### src/rtl/dec_strobe_3x8_pkg.sv
// dec_pkg: shared types and constants for the 3-to-8 timed strobe driver.
//   state_t  : controller states (IDLE, DRIVE, GAP)
//   cnt_w()  : counter width for the pulse/gap down-counter
//   ONEHOT_W : strobe output width, CODE_W : select code width
package dec_pkg;

    localparam int unsigned ONEHOT_W = 8;
    localparam int unsigned CODE_W   = 3;

    typedef enum logic [1:0] {
        IDLE  = 2'd0,
        DRIVE = 2'd1,
        GAP   = 2'd2
    } state_t;

    // Wide enough to hold the larger of the two reload values, plus one bit of headroom.
    function automatic int unsigned cnt_w(input int unsigned pulse_len,
                                          input int unsigned gap_len);
        int unsigned m;
        m = (pulse_len > gap_len) ? pulse_len : gap_len;
        return 32'($clog2(m)) + 32'd1;
    endfunction

endpackage

### src/rtl/dec_strobe_3x8_if.sv
// dec_strobe_3x8_if: select-code handshake into the strobe driver.
//   in_valid / in_code / in_ready : valid/ready code transfer
//   in_par                        : even parity over in_code (DEC_PARITY_EN builds only)
//   master = upstream code source, slave = strobe driver
interface dec_strobe_3x8_if;
    import dec_pkg::*;

    logic              in_valid;
    logic [CODE_W-1:0] in_code;
    logic              in_ready;
`ifdef DEC_PARITY_EN
    logic              in_par;
`endif

    modport master (
        input  in_ready,
        output in_valid,
        output in_code
`ifdef DEC_PARITY_EN
        , output in_par
`endif
    );

    modport slave (
        output in_ready,
        input  in_valid,
        input  in_code
`ifdef DEC_PARITY_EN
        , input in_par
`endif
    );

endinterface

### src/rtl/dec_onehot_3x8.sv
// dec_onehot_3x8: combinational 3-bit code to 8-bit one-hot decoder, no enable.
//   code   : select code 0..7
//   onehot : 1 << code
module dec_onehot_3x8
    import dec_pkg::*;
(
    input  logic [CODE_W-1:0]   code,
    output logic [ONEHOT_W-1:0] onehot
);

    always_comb begin
        onehot = ONEHOT_W'(1) << code;
    end

endmodule

### src/rtl/dec_strobe_3x8.sv
// dec_strobe_3x8: accepts a select code and drives its one-hot strobe for PULSE_LEN
// cycles, then holds off new codes for GAP_LEN idle cycles.
//   clk, rst : rising-edge clock, asynchronous active-high reset
//   en       : block enable; low aborts a strobe and blocks accepts
//   bus      : slave side of the code handshake (in_valid, in_code, in_ready[, in_par])
//   Y        : registered one-hot strobe, zero when not driving
//   busy     : high in DRIVE or GAP
//   done     : high on the last cycle of a strobe
//   err      : one-cycle pulse after a parity-rejected code
// Build option: define DEC_PARITY_EN to add in_par checking and the err output.
module dec_strobe_3x8
    import dec_pkg::*;
#(
    parameter int unsigned PULSE_LEN = 4,
    parameter int unsigned GAP_LEN   = 1
) (
    input  logic                clk,
    input  logic                rst,
    input  logic                en,
    dec_strobe_3x8_if.slave     bus,
    output logic [ONEHOT_W-1:0] Y,
    output logic                busy,
    output logic                done
`ifdef DEC_PARITY_EN
    , output logic              err
`endif
);

    localparam int unsigned   CW         = cnt_w(PULSE_LEN, GAP_LEN);
    localparam logic [CW-1:0] PULSE_LOAD = CW'(PULSE_LEN - 1);
    localparam logic [CW-1:0] GAP_LOAD   = (GAP_LEN != 0) ? CW'(GAP_LEN - 1) : {CW{1'b0}};

    state_t              state_q, state_d;
    logic [CW-1:0]       cnt_q, cnt_d;
    logic [ONEHOT_W-1:0] y_d;
    logic [ONEHOT_W-1:0] onehot;
    logic                code_ok;
`ifdef DEC_PARITY_EN
    logic                err_d;
`endif

    dec_onehot_3x8 u_onehot (
        .code   (bus.in_code),
        .onehot (onehot)
    );

    // Odd overall parity across code+par marks a corrupted code.
`ifdef DEC_PARITY_EN
    assign code_ok = ~(^bus.in_code ^ bus.in_par);
`else
    assign code_ok = 1'b1;
`endif

    // Ready is held low while reset is asserted so nothing is offered into a resetting block.
    assign bus.in_ready = (state_q == IDLE) && en && !rst;
    assign busy         = (state_q != IDLE);
    assign done         = (state_q == DRIVE) && (cnt_q == '0) && en;

    // State, counter and output registers.
    always_ff @(posedge clk or posedge rst) begin
        if (rst) begin
            state_q <= IDLE;
            cnt_q   <= '0;
            Y       <= '0;
`ifdef DEC_PARITY_EN
            err     <= 1'b0;
`endif
        end else begin
            state_q <= state_d;
            cnt_q   <= cnt_d;
            Y       <= y_d;
`ifdef DEC_PARITY_EN
            err     <= err_d;
`endif
        end
    end

    // Next-state, counter and strobe value.
    always_comb begin
        state_d = state_q;
        cnt_d   = cnt_q;
        y_d     = Y;
`ifdef DEC_PARITY_EN
        err_d   = 1'b0;
`endif
        if (!en) begin
            state_d = IDLE;
            cnt_d   = '0;
            y_d     = '0;
        end else begin
            case (state_q)
                IDLE: begin
                    if (bus.in_valid) begin
                        if (code_ok) begin
                            state_d = DRIVE;
                            cnt_d   = PULSE_LOAD;
                            y_d     = onehot;
                        end
`ifdef DEC_PARITY_EN
                        else begin
                            err_d = 1'b1;
                        end
`endif
                    end
                end
                DRIVE: begin
                    if (cnt_q == '0) begin
                        y_d = '0;
                        if (GAP_LEN != 0) begin
                            state_d = GAP;
                            cnt_d   = GAP_LOAD;
                        end else begin
                            state_d = IDLE;
                        end
                    end else begin
                        cnt_d = cnt_q - CW'(1);
                    end
                end
                GAP: begin
                    if (cnt_q == '0) begin
                        state_d = IDLE;
                    end else begin
                        cnt_d = cnt_q - CW'(1);
                    end
                end
                default: begin
                    state_d = IDLE;
                    cnt_d   = '0;
                    y_d     = '0;
                end
            endcase
        end
    end

endmodule
### src/flat_wrapper.sv
// flat-port wrapper written by rule: the top's interface ports become plain ports
module dec_strobe_3x8_flat import dec_pkg::*;
#(
    parameter int unsigned PULSE_LEN = 4,
    parameter int unsigned GAP_LEN   = 1
)
  (clk, rst, en, Y, busy, done, bus_in_ready, bus_in_valid, bus_in_code);
  dec_strobe_3x8_if bus_i ();
  input  logic clk;
  input  logic rst;
  input  logic en;
  output logic [ONEHOT_W-1:0] Y;
  output logic busy;
  output logic done;
  output wire logic [$bits(bus_i.in_ready)-1:0] bus_in_ready;
  input wire logic [$bits(bus_i.in_valid)-1:0] bus_in_valid;
  input wire logic [$bits(bus_i.in_code)-1:0] bus_in_code;
  assign bus_in_ready = bus_i.in_ready;
  assign bus_i.in_valid = bus_in_valid;
  assign bus_i.in_code = bus_in_code;
  dec_strobe_3x8 #(.PULSE_LEN(PULSE_LEN), .GAP_LEN(GAP_LEN)) u_core (.clk(clk), .rst(rst), .en(en), .bus(bus_i), .Y(Y), .busy(busy), .done(done));
endmodule
### config.mk
export PLATFORM = sky130hd
export DESIGN_NAME = dec_strobe_3x8_flat
export DESIGN_NICKNAME = d
export VERILOG_FILES = /design/src/rtl/dec_strobe_3x8_pkg.sv /design/src/rtl/dec_strobe_3x8_if.sv /design/src/rtl/dec_onehot_3x8.sv /design/src/rtl/dec_strobe_3x8.sv /design/src/flat_wrapper.sv
export SDC_FILE = /design/constraint.sdc
export NUM_CORES = 1
export LEC_CHECK = 0
export ABC_AREA = 1
export CAP_MARGIN = 20
export CORE_ASPECT_RATIO = 1.2
export CORE_MARGIN = 8
export CORE_UTILIZATION = 25
export DETAILED_ROUTE_END_ITERATION = 12
export PLACE_DENSITY = 0.49
export SLEW_MARGIN = 20
export SYNTH_ARGS = -nofsm -noshare
export SYNTH_HDL_FRONTEND = slang
export SYNTH_SLANG_ARGS = --single-unit
### constraint.sdc
create_clock -name clk -period 3.7 [get_ports clk]
set_clock_uncertainty 0.15 [all_clocks]
set_input_delay 0.74 -clock clk [delete_from_list [all_inputs] [get_ports clk]]
set_output_delay 0.74 -clock clk [all_outputs]
set_load 0.03 [all_outputs]
==> reports/qor.json, run 1 <==
{
  "yosys": {
    "synth_area_um2": 787,
    "yosysSeqAreaShare_pct": 41.3,
    "synth_most_common_cell": "sky130_fd_sc_hd__nand2_1",
    "yosysWarnings": 0,
    "ys_seq_elements": 13,
    "synth_commonest_cells": "sky130_fd_sc_hd__nand2_1, sky130_fd_sc_hd__inv_1, sky130_fd_sc_hd__nor2_1",
    "synthCells": 108,
    "synth_top_area_share_pct": 41.3,
    "syn_area_per_cell_um2": 7.29,
    "synth.top_cells.by_area": "sky130_fd_sc_hd__dfrtp_1, sky130_fd_sc_hd__nand2_1, sky130_fd_sc_hd__inv_1",
    "yosys.cell_types.count": 19,
    "count_of_flip_flops_with_a_built_in_enable_after_synthesis": 0,
    "share_of_synthesized_registers_carrying_an_async_set_or_reset_pct": 100,
    "postSynth.topFlopCell": "sky130_fd_sc_hd__dfrtp_1",
    "synthesis.nets": 117,
    "yosys.area.top_type": "sky130_fd_sc_hd__dfrtp_1"
  },
  "pwr": {
    "ir_drop_mv": 0.178,
    "power_density_normalized_to_cell_area_nw_per_um2": 440,
    "p_leak_nw": 0.503
  },
  "placement": {
    "gp_routability_congestion": 0.758,
    "post-place-cells": 160,
    "detailed_place_hpwl_mm": 1.42,
    "buffer_ports.inserted": 17
  },
  "timing": {
    "setup_violations": 0,
    "timing.setup.tns_ns": 0,
    "drv_slew": 0,
    "setup_repair_after_global_routing_missed_its_margin": "no",
    "final_min_period_over_clock_period_pct": 84.1,
    "fmax_mhz": 321,
    "finalHoldViolations": 0,
    "maxSlewHeadroom_pct": 67.3,
    "finalWorstPathRequiredPeriod_ns": 3.11,
    "worst-slew-pin-transition_ns": 0.489
  },
  "critical_path": {
    "worst_path_dominant_cell_family": "buffers and inverters",
    "end_kind": "output port",
    "worst-endpoint-required_ns": 2.81,
    "critPathLaunchType": "primary input",
    "critPathMaxStageDelay_ns": 0.68,
    "critical_path_arrival_ns": 2.22,
    "most_common_cell_on_crit_path": "sky130_fd_sc_hd__clkdlybuf4s50_1",
    "worstPathCellList": "clkdlybuf4s50_1 > nand2_1 > nor2_1 > clkdlybuf4s50_1",
    "crit_buf_inv": 2,
    "critPathKind": "in -> out",
    "crit_path_top_delay_cell": "sky130_fd_sc_hd__clkdlybuf4s50_1",
    "crit_path_max_fanout": 5,
    "r2r_setup_slack_ns": 2.08
  },
  "drt": {
    "drt_drc_violations_left": 0,
    "vias_per_cell": 4.28,
    "dr.pass1.iters": 4,
    "route.vias.total": 702,
    "detail_route.wl_per_cell_um": 11.0,
    "finalWirelength_mm": 1.80,
    "wl_met3_um": 82,
    "met2_length_um": 880,
    "antenna_nets_post_route": 0,
    "dr.max_layer_used": "met4",
    "drt_first_iter_violations": 18,
    "detail_route.wirelength.met1_um": 824
  },
  "layout": {
    "drive_gt1_share_pct": 10.9,
    "nFillCells": 345,
    "diodes": 0,
    "non_filler_instance_count_after_layout": 164,
    "syn_to_final_growth_pct": 29.1,
    "number_of_nets_in_the_finished_design": 138
  },
  "clock_tree": {
    "cts_made_buffers": 3,
    "cts_num_sinks": 13,
    "path_clk_slew_ns": 0.08,
    "postCtsResizedCells": 0,
    "clockRootBuffer": "sky130_fd_sc_hd__clkbuf_4",
    "clock_latency_ns": 0.27,
    "post_cts_buffers": 0,
    "h-tree-depth": 1,
    "cts.hold.buffers_added": 0,
    "cts_tree": "built",
    "clock_tree.buffer_depth": 2
  },
  "global_routing": {
    "global_route_wire_length_before_repair_mm": 3.19,
    "first_global_vias": 695,
    "globalRouteOverflowTotal": 0,
    "maximum_number_of_pins_on_one_net_before_global_route_repair": 16,
    "global_route.usage.total_pct": 7.58,
    "antenna_violations_before_repair": 0
  },
  "flow_run": {
    "max_cap_check_violation_count": 0
  },
  "floorplan": {
    "core_area_um2": 3030,
    "starting_utilization_of_the_core_area_pct": 26.0,
    "die-area_um2": 5210,
    "die_width_um": 67.2,
    "std_cell_rows": 22,
    "height_of_the_die_um": 77.5,
    "design.portCount": 18
  },
  "run_status": {
    "run_status": "completed"
  },
  "worst_hold_path": {
    "worst_hold_path_type": "reg -> reg"
  }
}
[where the power goes]
group,internal (W),leakage [nW],total (W),switching [W]
registers,0.000160,0.175,0.000172,0.0000125
clock network,0.0000417,0.0150,0.0000883,0.0000466
logic,0.0000648,0.312,0.000186,0.000121
total,0.000266,0.503,0.000447,0.000180
[tightest hold or removal path: cells and delay by family, from the launching register on]
kind,cells,cell delay (ns)
DFF,1,0.35
and+or+nand+nor,2,0.11
[cell families after synthesis]
logic type                 count (synthesis)  synth area share [%]
and+or+nand+nor                           67                  39.1
buffers and inverters                     18                  10.2
DFF                                       13                  41.3
AOI/OAI and AO/OA                          8                  6.20
adders and majority gates                  2                  3.18
[flip-flops by register name, summed over array words and instances, names as in the netlist]
signal / cells
u_core.Y: 8
u_core.cnt_q: 3
u_core.state_q: 2
[layout by cell type (no fill, tap or decap), drive strengths merged]
cell type      instances
a21boi                 1
buf                    1
o21ai                  6
dfrtp                 13
clkdlybuf4s50         17
nor2                  16
nand3                 13
clkbuf                 4
nand2                 36
or2                    2
ha                     2
o31ai                  1
inv                   16
[final timing paths]
kind                                         to  cells after the start       startpoint
max in group asynchronous           u_core.Y[6]                      2              rst
worst max-delay path               bus_in_ready                      4               en
worst max register to register  u_core.cnt_q[0]                      8  u_core.cnt_q[0]
worst min register to register  u_core.cnt_q[1]                      2  u_core.cnt_q[1]
worst min-delay path            u_core.cnt_q[1]                      2  u_core.cnt_q[1]
min in group asynchronous           u_core.Y[4]                      2              rst
[per-stage QoR]
step | hold WS [ns] | instance area, um^2 | worst slack, ns | power [W] | util (%)
floorplan | 0.299 | 787 | 1.35 | 0.000313 | -
global placement | 0.318 | 990 | 0.596 | 0.000361 | 32.7
detailed placement | 0.317 | 990 | 0.586 | 0.000363 | 32.7
CTS | 0.339 | 1020 | 0.564 | 0.000455 | 33.6
global route | 0.371 | 1020 | 0.451 | 0.000485 | 33.6
finish | 0.333 | 1020 | 0.589 | 0.000447 | 33.6
[layout make-up]
type                            count  area, um^2  area share, %
Clock buffer                        4        26.3           2.59
Inverter                           16        60.1           5.91
Multi-Input combinational cell     77         382           37.6
Sequential cell                    13         325           32.0
Tap cell                           36        45.0           4.43
Timing Repair Buffer               18         178           17.5
[layer usage]
layer / global-route usage (%) / vias up
met4: 3.14 / 0
met2: 12.2 / 8
met3: 2.44 / 2
li1: - / 374
met5: 0 / -
met1: 8.94 / 318
Power figures use the tool's default switching activity.
==> run 2, diff against run 1 <==
==> constraint.sdc (replaced) <==
create_clock -name clk -period 3.2 [get_ports clk]
set_clock_uncertainty 0.15 [all_clocks]
set_input_delay 0.64 -clock clk [delete_from_list [all_inputs] [get_ports clk]]
set_output_delay 0.64 -clock clk [all_outputs]
set_load 0.03 [all_outputs]
==> reports/qor.json, run 2 (synthesis results as in run 1) <==
{
  "run_status": {
    "run_status": "completed"
  },
  "timing": {
    "finalWorstPathRequiredPeriod_ns": 2.94,
    "setup_repair_after_global_routing_missed_its_margin": "no",
    "worst_slack_ns": 0.255,
    "finalHoldViolations": 0,
    "final_min_period_over_clock_period_pct": 92.0,
    "worst-slew-pin-transition_ns": 0.512,
    "maxSlewHeadroom_pct": 65.8,
    "drv_slew": 0,
    "timing.setup.tns_ns": 0,
    "setup_violations": 0,
    "fmax_mhz": 340
  },
  "critical_path": {
    "end_kind": "output port",
    "worst_setup_path_startpoint": "en",
    "worst_path_dominant_cell_family": "buffers and inverters",
    "worst-endpoint-required_ns": 2.41,
    "worstPathCellList": "clkdlybuf4s50_1 > nand2_1 > nor2_1 > clkdlybuf4s50_1",
    "crit_path_max_fanout": 5,
    "critPathKind": "in -> out",
    "critPathLaunchType": "primary input",
    "most_common_cell_on_crit_path": "sky130_fd_sc_hd__clkdlybuf4s50_1",
    "crit_path_top_delay_cell": "sky130_fd_sc_hd__clkdlybuf4s50_1",
    "critical_path.reg2reg.startpoint": "u_core.cnt_q[0]",
    "critical_path_arrival_ns": 2.15,
    "crit_buf_inv": 2,
    "critPathMaxStageDelay_ns": 0.68
  },
  "floorplan": {
    "height_of_the_die_um": 77.5,
    "starting_utilization_of_the_core_area_pct": 26.0,
    "std_cell_rows": 22,
    "die-area_um2": 5210,
    "core_area_um2": 3030,
    "die_width_um": 67.2,
    "design.portCount": 18
  },
  "pwr": {
    "ir_drop_mv": 0.328,
    "power.share.switching_pct": 40.5,
    "power_density_normalized_to_cell_area_nw_per_um2": 509,
    "p_clk_share_pct": 20.1,
    "sequential_group_share_of_total_power_pct": 38.5,
    "net-switching-power_w": 0.000209,
    "p_leak_nw": 0.503,
    "comb_power_share_pct": 41.5,
    "internal_power_w": 0.000308
  },
  "placement": {
    "detailed_place_hpwl_mm": 1.41,
    "buffer_ports.inserted": 17,
    "dp_slack_ns": 0.238,
    "gp_routability_congestion": 0.702,
    "place_area_um2": 990
  },
  "worst_hold_path": {
    "worst_hold_path_type": "reg -> reg",
    "min_from": "u_core.Y[4]"
  },
  "layout": {
    "diodes": 0,
    "most-common-layout-cells": "sky130_fd_sc_hd__nand2_1, sky130_fd_sc_hd__clkdlybuf4s50_1, sky130_fd_sc_hd__inv_1",
    "number_of_nets_in_the_finished_design": 138,
    "largest_register_ffs": 8,
    "drive_gt1_share_pct": 10.9,
    "syn_to_final_growth_pct": 29.1,
    "layout_commonest_cell": "sky130_fd_sc_hd__nand2_1",
    "max_flop_register": "u_core.Y",
    "final_util_pct": 33.6,
    "biggest_registers_after_layout": "u_core.Y (8), u_core.cnt_q (3), u_core.state_q (2)",
    "finish.instance_area_um2": 1020
  },
  "drt": {
    "antenna_nets_post_route": 0,
    "finalWirelength_mm": 1.71,
    "route.vias.total": 698,
    "drt_drc_violations_left": 0,
    "vias_per_cell": 4.26,
    "drt_first_iter_violations": 25,
    "dr.pass1.iters": 4,
    "detail_route.wl_per_cell_um": 10.4
  },
  "global_routing": {
    "global_route_wire_length_before_repair_mm": 3.03,
    "first_global_vias": 695,
    "maximum_number_of_pins_on_one_net_before_global_route_repair": 16,
    "antenna_violations_before_repair": 0,
    "globalRouteOverflowTotal": 0,
    "global_route.usage.total_pct": 7.13
  },
  "clock_tree": {
    "clock_tree.buffer_depth": 2,
    "cts.hold.buffers_added": 0,
    "clockRootBuffer": "sky130_fd_sc_hd__clkbuf_4",
    "clock_latency_ns": 0.27,
    "h-tree-depth": 1,
    "cts_tree": "built",
    "cts_num_sinks": 13,
    "cts_made_buffers": 3,
    "postCtsResizedCells": 0,
    "post_cts_buffers": 0,
    "path_clk_slew_ns": 0.09
  },
  "flow_run": {
    "max_cap_check_violation_count": 0
  }
}
[run 2: worst paths after layout]
kind	endpoint	slack, ns	cells past startpoint
worst max register to register	u_core.cnt_q[0]	1.57	8
max in group asynchronous	u_core.Y[6]	1.99	2
worst min-delay path	u_core.Y[4]	0.34	2
worst max-delay path	bus_in_ready	0.26	4
worst min register to register	u_core.Y[4]	0.34	2
min in group asynchronous	u_core.Y[4]	0.57	2
[run 2: power by group through the flow]
stage,Clock (W),Sequential (W),Combinational (W)
after floorplan,0,0.000213,0.000149
after global placement,0,0.000202,0.000216
after detailed placement,0,0.000202,0.000217
after CTS,0.000106,0.000199,0.000218
after global routing,0.000112,0.000202,0.000243
final,0.000104,0.000199,0.000215
[run 2: stage by stage]
step | power [W] | std cells | hold slack [ns]
3_5_place_dp | 0.000420 | 160 | 0.319
2_1_floorplan | 0.000362 | 108 | 0.299
3_3_place_gp | 0.000417 | 160 | 0.318
4_1_cts | 0.000524 | 164 | 0.339
6_report | 0.000517 | 164 | 0.338
5_1_grt | 0.000557 | 164 | 0.364
[run 2: area by class of cell]
| class | instances | area [um^2] |
|---|---|---|
| multi-input cells | 77 | 382 |
| inverters | 16 | 60.1 |
| well taps | 36 | 45.0 |
| clock buffers | 4 | 26.3 |
| fillers | 335 | 2010 |
| flip-flops and latches | 13 | 325 |
| repair buffers | 18 | 178 |
[run 2: per-layer routing]
| layer | wire length, um | track usage, % |
|---|---|---|
| met2 | 816 | 11.4 |
| met5 | 0 | 0 |
| met1 | 757 | 8.72 |
| met3 | 114 | 2.59 |
| met4 | 22 | 1.89 |
[run 2: worst register-to-register path, delay by kind of cell (launching register included)]
kind | cells | cell delay [ns]
AND/OR/NAND/NOR | 5 | 0.62
buffers and inverters | 2 | 0.18
adder cells (fa/ha/maj) | 1 | 0.22
flip-flops | 1 | 0.35
